--- config.mk ---
export PLATFORM = sky130hd
export DESIGN_NAME = trigger_sequencer_flat
export DESIGN_NICKNAME = d
export VERILOG_FILES = /design/src/rtl/trigger_sequencer_if.sv /design/src/rtl/trigger_sequencer.sv /design/src/flat_wrapper.sv
export SDC_FILE = /design/constraint.sdc
export NUM_CORES = 1
export LEC_CHECK = 0
export ABC_AREA = 1
export CAP_MARGIN = 20
export CORE_UTILIZATION = 35
export DETAILED_ROUTE_END_ITERATION = 8
export SETUP_SLACK_MARGIN = 0.3
export SYNTH_ARGS = -nofsm -noshare
export SYNTH_HDL_FRONTEND = slang
export SYNTH_SLANG_ARGS = --single-unit
export TNS_END_PERCENT = 10
--- constraint.sdc ---
create_clock -name clock -period 2.6 [get_ports clock]
set_input_delay 0.78 -clock clock [delete_from_list [all_inputs] [get_ports clock]]
set_output_delay 0.78 -clock clock [all_outputs]
set_load 0.05 [all_outputs]
--- src/rtl/trigger_sequencer_if.sv ---
// Host-side command bus and readout handshake shared by the trigger sequencer and its host.
// The master drives commands and acknowledges reads; the sequencer owns rd_valid.
interface trigger_sequencer_if;
    logic        cmd_valid;
    logic [7:0]  cmd_opcode;
    logic [31:0] cmd_data;
    logic        rd_valid;
    logic        rd_ack;

    modport master (
        output cmd_valid,
        output cmd_opcode,
        output cmd_data,
        output rd_ack,
        input  rd_valid
    );

    modport slave (
        input  cmd_valid,
        input  cmd_opcode,
        input  cmd_data,
        input  rd_ack,
        output rd_valid
    );
endinterface

--- src/rtl/trigger_sequencer.sv ---
// Command decoder and capture sequencer: programs the 4 trigger stages, arms the trigger,
// counts post-trigger samples into memory and then hands the capture out one read at a time.
module trigger_sequencer #(
    parameter int DELAY_W = 16,
    parameter int READ_W  = 16
) (
    input  logic                 clock,
    input  logic                 reset_n,
    trigger_sequencer_if.slave   bus,
    output logic [31:0]          trig_data,
    output logic [3:0]           trig_wr_mask,
    output logic [3:0]           trig_wr_value,
    output logic [3:0]           trig_wr_config,
    output logic                 trig_arm,
    input  logic                 trig_run,
    input  logic                 sample_ready,
    output logic                 mem_write,
    output logic                 busy,
    output logic                 done
);

    typedef enum logic [1:0] {
        IDLE  = 2'd0,
        ARMED = 2'd1,
        DELAY = 2'd2,
        READ  = 2'd3
    } state_t;

    state_t               state;
    logic [DELAY_W-1:0]   delayReg;
    logic [READ_W-1:0]    readReg;
    logic [DELAY_W-1:0]   delayCnt;
    logic [READ_W-1:0]    readCnt;
    logic                 rdValid;

    logic                 isAbort;
    logic                 isArm;
    logic                 isLoad;
    logic                 isStageWr;
    logic [3:0]           stageSel;

    function automatic logic [3:0] stageOneHot(input logic [1:0] stage);
        logic [3:0] sel;
        case (stage)
            2'd0:    sel = 4'b0001;
            2'd1:    sel = 4'b0010;
            2'd2:    sel = 4'b0100;
            2'd3:    sel = 4'b1000;
            default: sel = 4'b0000;
        endcase
        return sel;
    endfunction

    // Opcode decode; stage writes use 0xC0..0xCE with the low two bits picking mask/value/config.
    always_comb begin
        isAbort   = 1'b0;
        isArm     = 1'b0;
        isLoad    = 1'b0;
        isStageWr = 1'b0;
        stageSel  = stageOneHot(bus.cmd_opcode[3:2]);
        if (bus.cmd_valid) begin
            isAbort   = (bus.cmd_opcode == 8'h00);
            isArm     = (bus.cmd_opcode == 8'h01);
            isLoad    = (bus.cmd_opcode == 8'h83);
            isStageWr = (bus.cmd_opcode[7:4] == 4'hC) && (bus.cmd_opcode[1:0] != 2'd3);
        end else begin
            isAbort   = 1'b0;
        end
    end

    // Samples are stored only while waiting for or counting after the trigger.
    assign mem_write    = sample_ready && ((state == ARMED) || (state == DELAY));
    assign bus.rd_valid = rdValid;

    // Sequencer state, counters and all registered outputs.
    always_ff @(posedge clock or negedge reset_n) begin
        if (!reset_n) begin
            state          <= IDLE;
            delayReg       <= {DELAY_W{1'b0}};
            readReg        <= {READ_W{1'b0}};
            delayCnt       <= {DELAY_W{1'b0}};
            readCnt        <= {READ_W{1'b0}};
            rdValid        <= 1'b0;
            trig_data      <= 32'd0;
            trig_wr_mask   <= 4'd0;
            trig_wr_value  <= 4'd0;
            trig_wr_config <= 4'd0;
            trig_arm       <= 1'b0;
            busy           <= 1'b0;
            done           <= 1'b0;
        end else begin
            trig_wr_mask   <= 4'd0;
            trig_wr_value  <= 4'd0;
            trig_wr_config <= 4'd0;
            trig_arm       <= 1'b0;
            done           <= 1'b0;

            if (isAbort) begin
                state   <= IDLE;
                rdValid <= 1'b0;
                busy    <= 1'b0;
            end else begin
                case (state)
                    IDLE: begin
                        busy    <= 1'b0;
                        rdValid <= 1'b0;
                        if (isStageWr) begin
                            trig_data <= bus.cmd_data;
                            case (bus.cmd_opcode[1:0])
                                2'd0:    trig_wr_mask   <= stageSel;
                                2'd1:    trig_wr_value  <= stageSel;
                                2'd2:    trig_wr_config <= stageSel;
                                default: trig_wr_mask   <= 4'd0;
                            endcase
                        end else if (isLoad) begin
                            delayReg <= DELAY_W'(bus.cmd_data[31:16]);
                            readReg  <= READ_W'(bus.cmd_data[15:0]);
                        end else if (isArm) begin
                            trig_arm <= 1'b1;
                            state    <= ARMED;
                            busy     <= 1'b1;
                        end else begin
                            state <= IDLE;
                        end
                    end

                    ARMED: begin
                        if (trig_run) begin
                            state    <= DELAY;
                            delayCnt <= {DELAY_W{1'b0}};
                        end else begin
                            state <= ARMED;
                        end
                    end

                    DELAY: begin
                        // The terminal compare precedes the increment, so delayCnt never wraps.
                        if (sample_ready) begin
                            if (delayCnt == delayReg) begin
                                state   <= READ;
                                readCnt <= {READ_W{1'b0}};
                                rdValid <= 1'b1;
                            end else begin
                                delayCnt <= delayCnt + DELAY_W'(1);
                            end
                        end else begin
                            state <= DELAY;
                        end
                    end

                    READ: begin
                        if (rdValid) begin
                            if (bus.rd_ack) begin
                                rdValid <= 1'b0;
                                if (readCnt == readReg) begin
                                    state <= IDLE;
                                    busy  <= 1'b0;
                                    done  <= 1'b1;
                                end else begin
                                    readCnt <= readCnt + READ_W'(1);
                                end
                            end else begin
                                rdValid <= 1'b1;
                            end
                        end else begin
                            // One idle cycle after each ack, then request the next sample.
                            rdValid <= 1'b1;
                        end
                    end

                    default: begin
                        state   <= IDLE;
                        rdValid <= 1'b0;
                        busy    <= 1'b0;
                    end
                endcase
            end
        end
    end

endmodule

--- src/flat_wrapper.sv ---
// flat-port wrapper written by rule: the top's interface ports become plain ports
module trigger_sequencer_flat 
#(
    parameter int DELAY_W = 16,
    parameter int READ_W  = 16
)
  (clock, reset_n, trig_data, trig_wr_mask, trig_wr_value, trig_wr_config, trig_arm, trig_run, sample_ready, mem_write, busy, done, bus_cmd_valid, bus_cmd_opcode, bus_cmd_data, bus_rd_ack, bus_rd_valid);
  trigger_sequencer_if bus_i ();
  input  logic clock;
  input  logic reset_n;
  output logic [31:0] trig_data;
  output logic [3:0] trig_wr_mask;
  output logic [3:0] trig_wr_value;
  output logic [3:0] trig_wr_config;
  output logic trig_arm;
  input  logic trig_run;
  input  logic sample_ready;
  output logic mem_write;
  output logic busy;
  output logic done;
  input wire logic [$bits(bus_i.cmd_valid)-1:0] bus_cmd_valid;
  input wire logic [$bits(bus_i.cmd_opcode)-1:0] bus_cmd_opcode;
  input wire logic [$bits(bus_i.cmd_data)-1:0] bus_cmd_data;
  input wire logic [$bits(bus_i.rd_ack)-1:0] bus_rd_ack;
  output wire logic [$bits(bus_i.rd_valid)-1:0] bus_rd_valid;
  assign bus_i.cmd_valid = bus_cmd_valid;
  assign bus_i.cmd_opcode = bus_cmd_opcode;
  assign bus_i.cmd_data = bus_cmd_data;
  assign bus_i.rd_ack = bus_rd_ack;
  assign bus_rd_valid = bus_i.rd_valid;
  trigger_sequencer #(.DELAY_W(DELAY_W), .READ_W(READ_W)) u_core (.clock(clock), .reset_n(reset_n), .bus(bus_i), .trig_data(trig_data), .trig_wr_mask(trig_wr_mask), .trig_wr_value(trig_wr_value), .trig_wr_config(trig_wr_config), .trig_arm(trig_arm), .trig_run(trig_run), .sample_ready(sample_ready), .mem_write(mem_write), .busy(busy), .done(done));
endmodule
# Yosys cells after proc, flatten, opt, wreduce, memory -nomap -nowiden
# Cells that the tools add are included.
# W data, S select, Z words.
[word_totals]
reg_bits = 114
input_bits = 46
out_inout_bits = 49
wordCells = 123
[op_classes]
addsub = 2
n_eq_ne = 29
muxes = 59
bitwise = 2
reduce_logical = 18
[op_table]
columns = ["cell", "n"]
rows = [
  ["$mux W16", 8],
  ["$pmux W16 S2", 2],
  ["$mux W4", 12],
  ["$add A16 B1 Y16 const B", 2],
  ["$eq A16 B16 Y1", 2],
  ["$mux W1", 24],
  ["$mux W2", 9],
  ["$pmux W4 S4", 1],
  ["$ne A3 B2 Y1 const B", 5],
  ["$ne A2 B2 Y1 const B", 7],
  ["$eq A2 B2 Y1 const B", 5],
  ["$eq A8 B1 Y1 const B", 1],
  ["$eq A8 B8 Y1 const B", 1],
  ["$logic_not A8 Y1", 1],
  ["$pmux W2 S4", 1],
  ["$reduce_and A4 Y1", 2],
  ["$reduce_and A7 Y1", 1],
  ["$eq A2 B1 Y1 const B", 3],
  ["$logic_not A2 Y1", 3],
  ["$ne A3 B1 Y1 const B", 2],
  ["$reduce_and A3 Y1", 2],
  ["$reduce_and A6 Y1", 1],
  ["$reduce_and A5 Y1", 1],
  ["$eq A4 B4 Y1 const B", 1],
  ["other kinds (10)", 13],
]

# Logic depth before layout (Yosys ltp)
# Gate-level depths: netlist (run 1).
[depth]
word_depth = 7
ltp_mapped = 13
ltp_nobuf = 11

# Worst setup path after synthesis (run 1)
# OpenSTA, ideal clock, no wires.
[synth_path]
kind = "input port to output port"
startpoint = "input sample_ready"
endpoint = "output mem_write"
arrival_ns = 1.122
t_required_ns = 1.820
setup_slack_ns = 0.698
stages = 2
n_path_buf = 0
path_cell_list = "nand2_1 inv_1"
[synth_between]
elab_chain_cells = 1
[synth_rtl]
columns = ["item", "line", "text"]
rows = [
  ["from (decl)", "flat_wrapper.sv:17", "input logic sample_ready;"],
  ["$logic_and A1 B1 Y1", "trigger_sequencer.sv:72", "assign mem_write = sample_ready && ((state == ARMED) || (state == DELAY));"],
  ["to (decl)", "flat_wrapper.sv:18", "output logic mem_write;"],
]
# Every way passes these cells.

# Final worst setup path (run 1)
[layout_path]
startpoint = "register u_core.trig_data[16]"
endpoint = "output trig_data[16]"
[layout_lines]
columns = ["item", "line", "text"]
rows = [
  ["from (decl)", "trigger_sequencer.sv:10", "output logic [31:0] trig_data,"],
  ["from (signal assigned)", "trigger_sequencer.sv:108", "trig_data <= bus.cmd_data;"],
  ["to (decl)", "flat_wrapper.sv:11", "output logic [31:0] trig_data;"],
]
# No word-level cell between the ends.

==> impl_results.md, run 1 <==
- Status: finished clean
- Vias in the first global route: 5571
- HPWL Detailed: 11300 µm
- Number of distinct library cells after synthesis: 29
- Bufs on Longest Clock Path: 2
- Global-route wire length before repair: 26800 µm
- Util after Layout: 0.472
- CP top delay family: buffers and inverters
- ANT cells: 0
- Final Cycle Share: 0.912
- Slew at the pin closest to its max-slew limit: 545 ps
- H-tree depth: 4
- DR vias/cell: 4.66
- EDFF count, synth: 0
- Routed Antenna Nets: 0
- Crit end category: output port
- RSZ-0062 raised after global routing: true
- Fmax: 422 MHz
- Worst path max stage delay: 840 ps
- Reg2Reg Depth: 9
- Hold Crit Class: input port to asynchronous set/reset pin
- Crit Path Max Fanout: 2
- Die area: 0.0177 mm²
- Area Overhead vs Synth: 31.0%
- Layout cell share with drive strength beyond 1: 0.0699
- Crit Path Class: register to output port
- Pwr dens: 866 mW/mm²
- Post-CTS Hold Buffers: 0
- Die height: 133 µm
- Core Box Area: 0.0167 mm²
- Clock Skews: 6.10 ps
- Yosys reg bits: 114
- Main flop type after synthesis: dfrtp_1
- Met1 Use GR: 0.223
- Initial Util: 0.361
- CTS Sinks: 114
- Startpoint types: register
- Slew HR: 0.635
- Final setup fails: 0
- Die width: 133 µm
- Mapped Avg Cell Area: 7.18 µm²
- Setup TNS: 0 ps
- Total GRT Usage: 0.193
- WP buf/inv: 1
- Drt initial violations: 294
- CP max-delay cell: clkdlybuf4s50_1
- Synth Cell Area: 0.00602 mm²
- Antenna violations before repair: 0
- Synth Instances: 839
- Post-synthesis sequential area ratio: 0.474
- Total wire length: 15800 µm
- Number of max-cap violations: 0
- Std-Cell Rows: 47
- Met3 Usage GRT: 0.0464
- Gpl congestion: 0.880
- Post-synth top area cell: dfrtp_1
- Critical Path Start: u_core.trig_data[16]$_DFFE_PN0P_
- Largest net degree at the start of global routing: 64
- FF-to-FF End: u_core.readCnt[10]$_DFFE_PN0P_
- Clk_lat worst skew: 410 ps
- Crit-path cells: clkdlybuf4s50_1
- R2R setup slack: 390 ps
- Reg clk slew, reported paths: 60 ps
- Post-synth ARST share: 1.00
- Top-count cell post-synth: nand2_1
- Worst Path Required: 1820 ps
- Minimum clock period: 2370 ps
- Vias: 5490
- Synth area leaders: dfrtp_1, nand2_1, nor2_1, inv_1, o21ai_0
- NumNets Final: 998
- Total congestion overflow: 0
- Arrival @ worst endpoint: 1590 ps
- Synth top area share: 0.474
- IR drop worst, VDD: 481 µV
- Syn. warnings: 0
- RR Startpoint: u_core.state[0]$_DFFE_PN0P_
- Worst hold slack: 310 ps
- Syn nets: 892
- Num CTS Buffers: 17
- Final hold violation count: 0
- I/O pin total: 95
- GR peak layer: met2
- DRC viols: 0
- Wirelength per Cell: 13.4 µm
- CTS tree: built
- Pins over their slew limit: 0
- DRT Pass-1 Iters: 7
- Synth cell count leaders: nand2_1, dfrtp_1, nor2_1
- Total power: 6.83 mW
- GR Util met2: 0.350
- Input/output buffers: 94
- LEAKAGE: 3.89 nW
- CTS Root Buffer Type: clkbuf_16
==> state kept, by name, summed over array words and instances (netlist names) <==
signal / count
u_core.done: 1
u_core.delayCnt: 16
u_core.bus.rd_valid: 1
u_core.trig_wr_config: 4
u_core.trig_data: 32
u_core.readCnt: 16
u_core.trig_arm: 1
u_core.busy: 1
u_core.trig_wr_mask: 4
u_core.delayReg: 16
u_core.state: 2
u_core.trig_wr_value: 4
u_core.readReg: 16
==> cells by family after synthesis <==
family / share of synthesized area
fa+ha+maj: 0.0145
xor+xnor: 0.0218
flops: 0.474
simple gates: 0.351
compound gates: 0.0540
buf+inv: 0.0848
==> how the worst max path moves through the flow <==
stage / slack, ps / endpoint / cells after the start
after floorplan: 700 / mem_write / 2
after global placement: 160 / u_core.readCnt[11]$_DFFE_PN0P_ / 9
after detailed placement: 100 / u_core.readCnt[3]$_DFFE_PN0P_ / 9
after CTS: 210 / trig_data[31] / 1
after global routing: 190 / trig_data[3] / 1
final: 230 / trig_data[16] / 1
==> power breakdown <==
group	internal (mW)	switching (mW)	leakage, nW
Combinational	0.766	1.54	2.12
Sequential	2.04	0.161	1.48
Clock	1.45	0.882	0.287
==> repair_timing <==
action / 4_1_cts / 5_1_grt
pin swaps: 0 / 1
setup endpoints to repair: 49 / 62
gates cloned: 0 / 1
buffers inserted: 2 / 0
gates resized for setup: 4 / 5
==> metal layers <==
metal | share of wire | vias up | routed length [µm]
met1 | 0.43 | 2551 | 6760
li1 | - | 2813 | -
met3 | 0.039 | 20 | 611
met2 | 0.52 | 106 | 8180
met4 | 0.017 | 0 | 262
met5 | 0 | - | 0
==> per-stage QoR <==
step / instance area, µm² / cells / setup WS, ps
after floorplan: 6020 / 839 / 698
after global placement: 7260 / 1143 / 160
after detailed placement: 7260 / 1143 / 104
after CTS: 7870 / 1177 / 214
after global routing: 7890 / 1178 / 185
final: 7890 / 1178 / 228
==> cell usage in the layout (no fill, tap or decap), types with 2 or more instances in the layout <==
cell type | Yosys | layout
nand2_1 | 332 | 332
dfrtp_1 | 114 | 114
nor2_1 | 99 | 99
inv_1 | 95 | 95
clkdlybuf4s50_1 | 0 | 85
o21ai_0 | 59 | 59
nand4_1 | 33 | 33
nand3_1 | 30 | 30
clkbuf_16 | 0 | 17
buf_4 | 2 | 15
xor2_1 | 14 | 14
ha_1 | 7 | 7
a21oi_1 | 6 | 6
clkinv_4 | 0 | 5
inv_2 | 5 | 4
nor3_1 | 4 | 4
dlygate4sd2_1 | 0 | 4
buf_12 | 0 | 4
nand3_2 | 2 | 3
or2_2 | 3 | 3
inv_6 | 0 | 3
dlymetal6s2s_1 | 0 | 3
nor2_2 | 2 | 2
nor3b_1 | 2 | 2
bufinv_16 | 0 | 2
clkinvlp_4 | 0 | 2
clkinv_2 | 0 | 2
==> layout make-up <==
type | count | area [µm²]
multi-input combinational | 600 | 2670
clock buffer | 18 | 439
fill | 1693 | 8810
clock inverter | 14 | 155
tap | 220 | 275
sequential | 114 | 2850
timing repair buffer | 111 | 1120
inverter | 101 | 382
Power figures use the tool's default switching activity.
==> inputs of run 2 (changes only) <==
CTS_CLUSTER_DIAMETER = 80   (was not set)
PLACE_DENSITY = 0.57   (was not set)
TNS_END_PERCENT = not set   (was 10)
==> impl_results.md, run 2 (synthesis gave the netlist of run 1 again) <==
- Status: finished clean
- Final Cycle Share: 0.846
- Gpl congestion: 0.879
- Crit Path Class: register to output port
- ANT cells: 0
- Final Non-Filler Cells: 1182
- NumNets Final: 1002
- Most flops, register: u_core.trig_data
- IR drop worst, VDD: 566 µV
- CTS Sinks: 114
- DR vias/cell: 4.66
- HPWL Detailed: 11400 µm
- Input/output buffers: 94
- Pins over their slew limit: 0
- Die area: 0.0177 mm²
- Antenna violations before repair: 0
- I/O pin total: 95
- Wirelength per Cell: 13.3 µm
- Slew at the pin closest to its max-slew limit: 524 ps
- CTS Root Buffer Type: clkbuf_16
- Total power: 6.82 mW
- Pwr dens: 864 mW/mm²
- Most frequent cells in the layout: nand2_1, dfrtp_1, nor2_1, inv_1, o21ai_0
- Slew HR: 0.652
- Std-Cell Rows: 47
- Drt initial violations: 288
- Clock Skews: 6.87 ps
- Die width: 133 µm
- Startpoint types: register
- Clk_lat worst skew: 420 ps
- Num CTS Buffers: 17
- Final setup fails: 0
- Hold Crit Class: input port to asynchronous set/reset pin
- LEAKAGE: 4.03 nW
- Arrival @ worst endpoint: 1420 ps
- Crit end category: output port
- Total wire length: 15700 µm
- Total GRT Usage: 0.187
- Bufs on Longest Clock Path: 2
- Dpl cells: 1145
- Initial Util: 0.361
- Global-route wire length before repair: 26000 µm
- Area Overhead vs Synth: 31.0%
- Fmax: 455 MHz
- CTS tree: built
- Minimum clock period: 2200 ps
- Most common cell after layout, fill and taps aside: nand2_1
- Largest net degree at the start of global routing: 38
- Routed Antenna Nets: 0
- DRT Pass-1 Iters: 4
- Reg clk slew, reported paths: 60 ps
- Number of max-cap violations: 0
- DRC viols: 0
- Crit Path Max Fanout: 3
- Vias in the first global route: 5333
- Setup TNS: 0 ps
- Layout cell share with drive strength beyond 1: 0.0769
- H-tree depth: 4
- Core Box Area: 0.0167 mm²
- Final hold violation count: 0
- RSZ-0062 raised after global routing: false
- Worst hold slack: 321 ps
- Worst Path Required: 1820 ps
- Vias: 5504
- Total congestion overflow: 0
- Die height: 133 µm
- Largest register FFs: 32
run 2: changes by cell type in the layout (fill, tap and decap cells not counted), sizes merged:
cell | previous run | this run
clkinv | 8 | 5
buf | 19 | 23
inv | 103 | 104
clkinvlp | 2 | 3
dlygate4sd2 | 4 | 49
dlymetal6s2s | 3 | 0
clkdlybuf4s50 | 85 | 43
bufinv | 2 | 3
run 2: what timing repair did:
action,CTS,global route
hold buffers,0,0
setup endpoints to repair,49,21
cloned,0,1
resized for setup,49,8
buffers inserted,2,2
pin swaps,0,2
run 2: through the flow:
step	cell area [µm²]	util	setup slack, ps
5_1_grt	7890	0.472	307
4_1_cts	7830	0.469	322
6_report	7890	0.472	401
3_5_place_dp	7270	0.435	106
3_3_place_gp	7270	0.435	151
2_1_floorplan	6020	-	698
run 2: path summary, 6_finish.rpt:
path	slack, ps	startpoint	endpoint	cells after the start
hold reg to reg	480	u_core.trig_data[11]$_DFFE_PN0P_	u_core.trig_data[11]$_DFFE_PN0P_	2
max in group asynchronous	1650	reset_n	u_core.delayCnt[6]$_DFFE_PN0P_	2
setup reg to reg	490	u_core.state[1]$_DFFE_PN0P_	u_core.readCnt[10]$_DFFE_PN0P_	10
hold / removal	320	reset_n	u_core.trig_data[14]$_DFFE_PN0P_	1
setup / recovery	400	u_core.state[1]$_DFFE_PN0P_	mem_write	5
min in group clock	480	u_core.trig_data[11]$_DFFE_PN0P_	u_core.trig_data[11]$_DFFE_PN0P_	2
run 2: area by class of cell:
cell class	instances	area [µm²]
clock inverter	14	179
tap	220	275
multi-input combinational	600	2700
fill	1735	8810
sequential	114	2850
timing repair buffer	115	1070
inverter	101	382
clock buffer	18	429
run 2: power by group:
part	switching [mW]	total [mW]	internal, mW
clock network	0.887	2.41	1.52
registers	0.155	2.19	2.04
logic	1.56	2.22	0.658
run 2: metal layers:
metal	share of wire	GRT usage	vias up
met5	0	0	-
met4	0.014	0.0676	0
met3	0.031	0.0407	14
li1	-	-	2827
met2	0.52	0.334	88
met1	0.44	0.219	2575
run 2: critical path, stage by stage (launching register included):
cell and delay, ps:
dfrtp_1 380, inv_2 70, ha_4 270, nand2_1 50, inv_1 90, buf_12 140
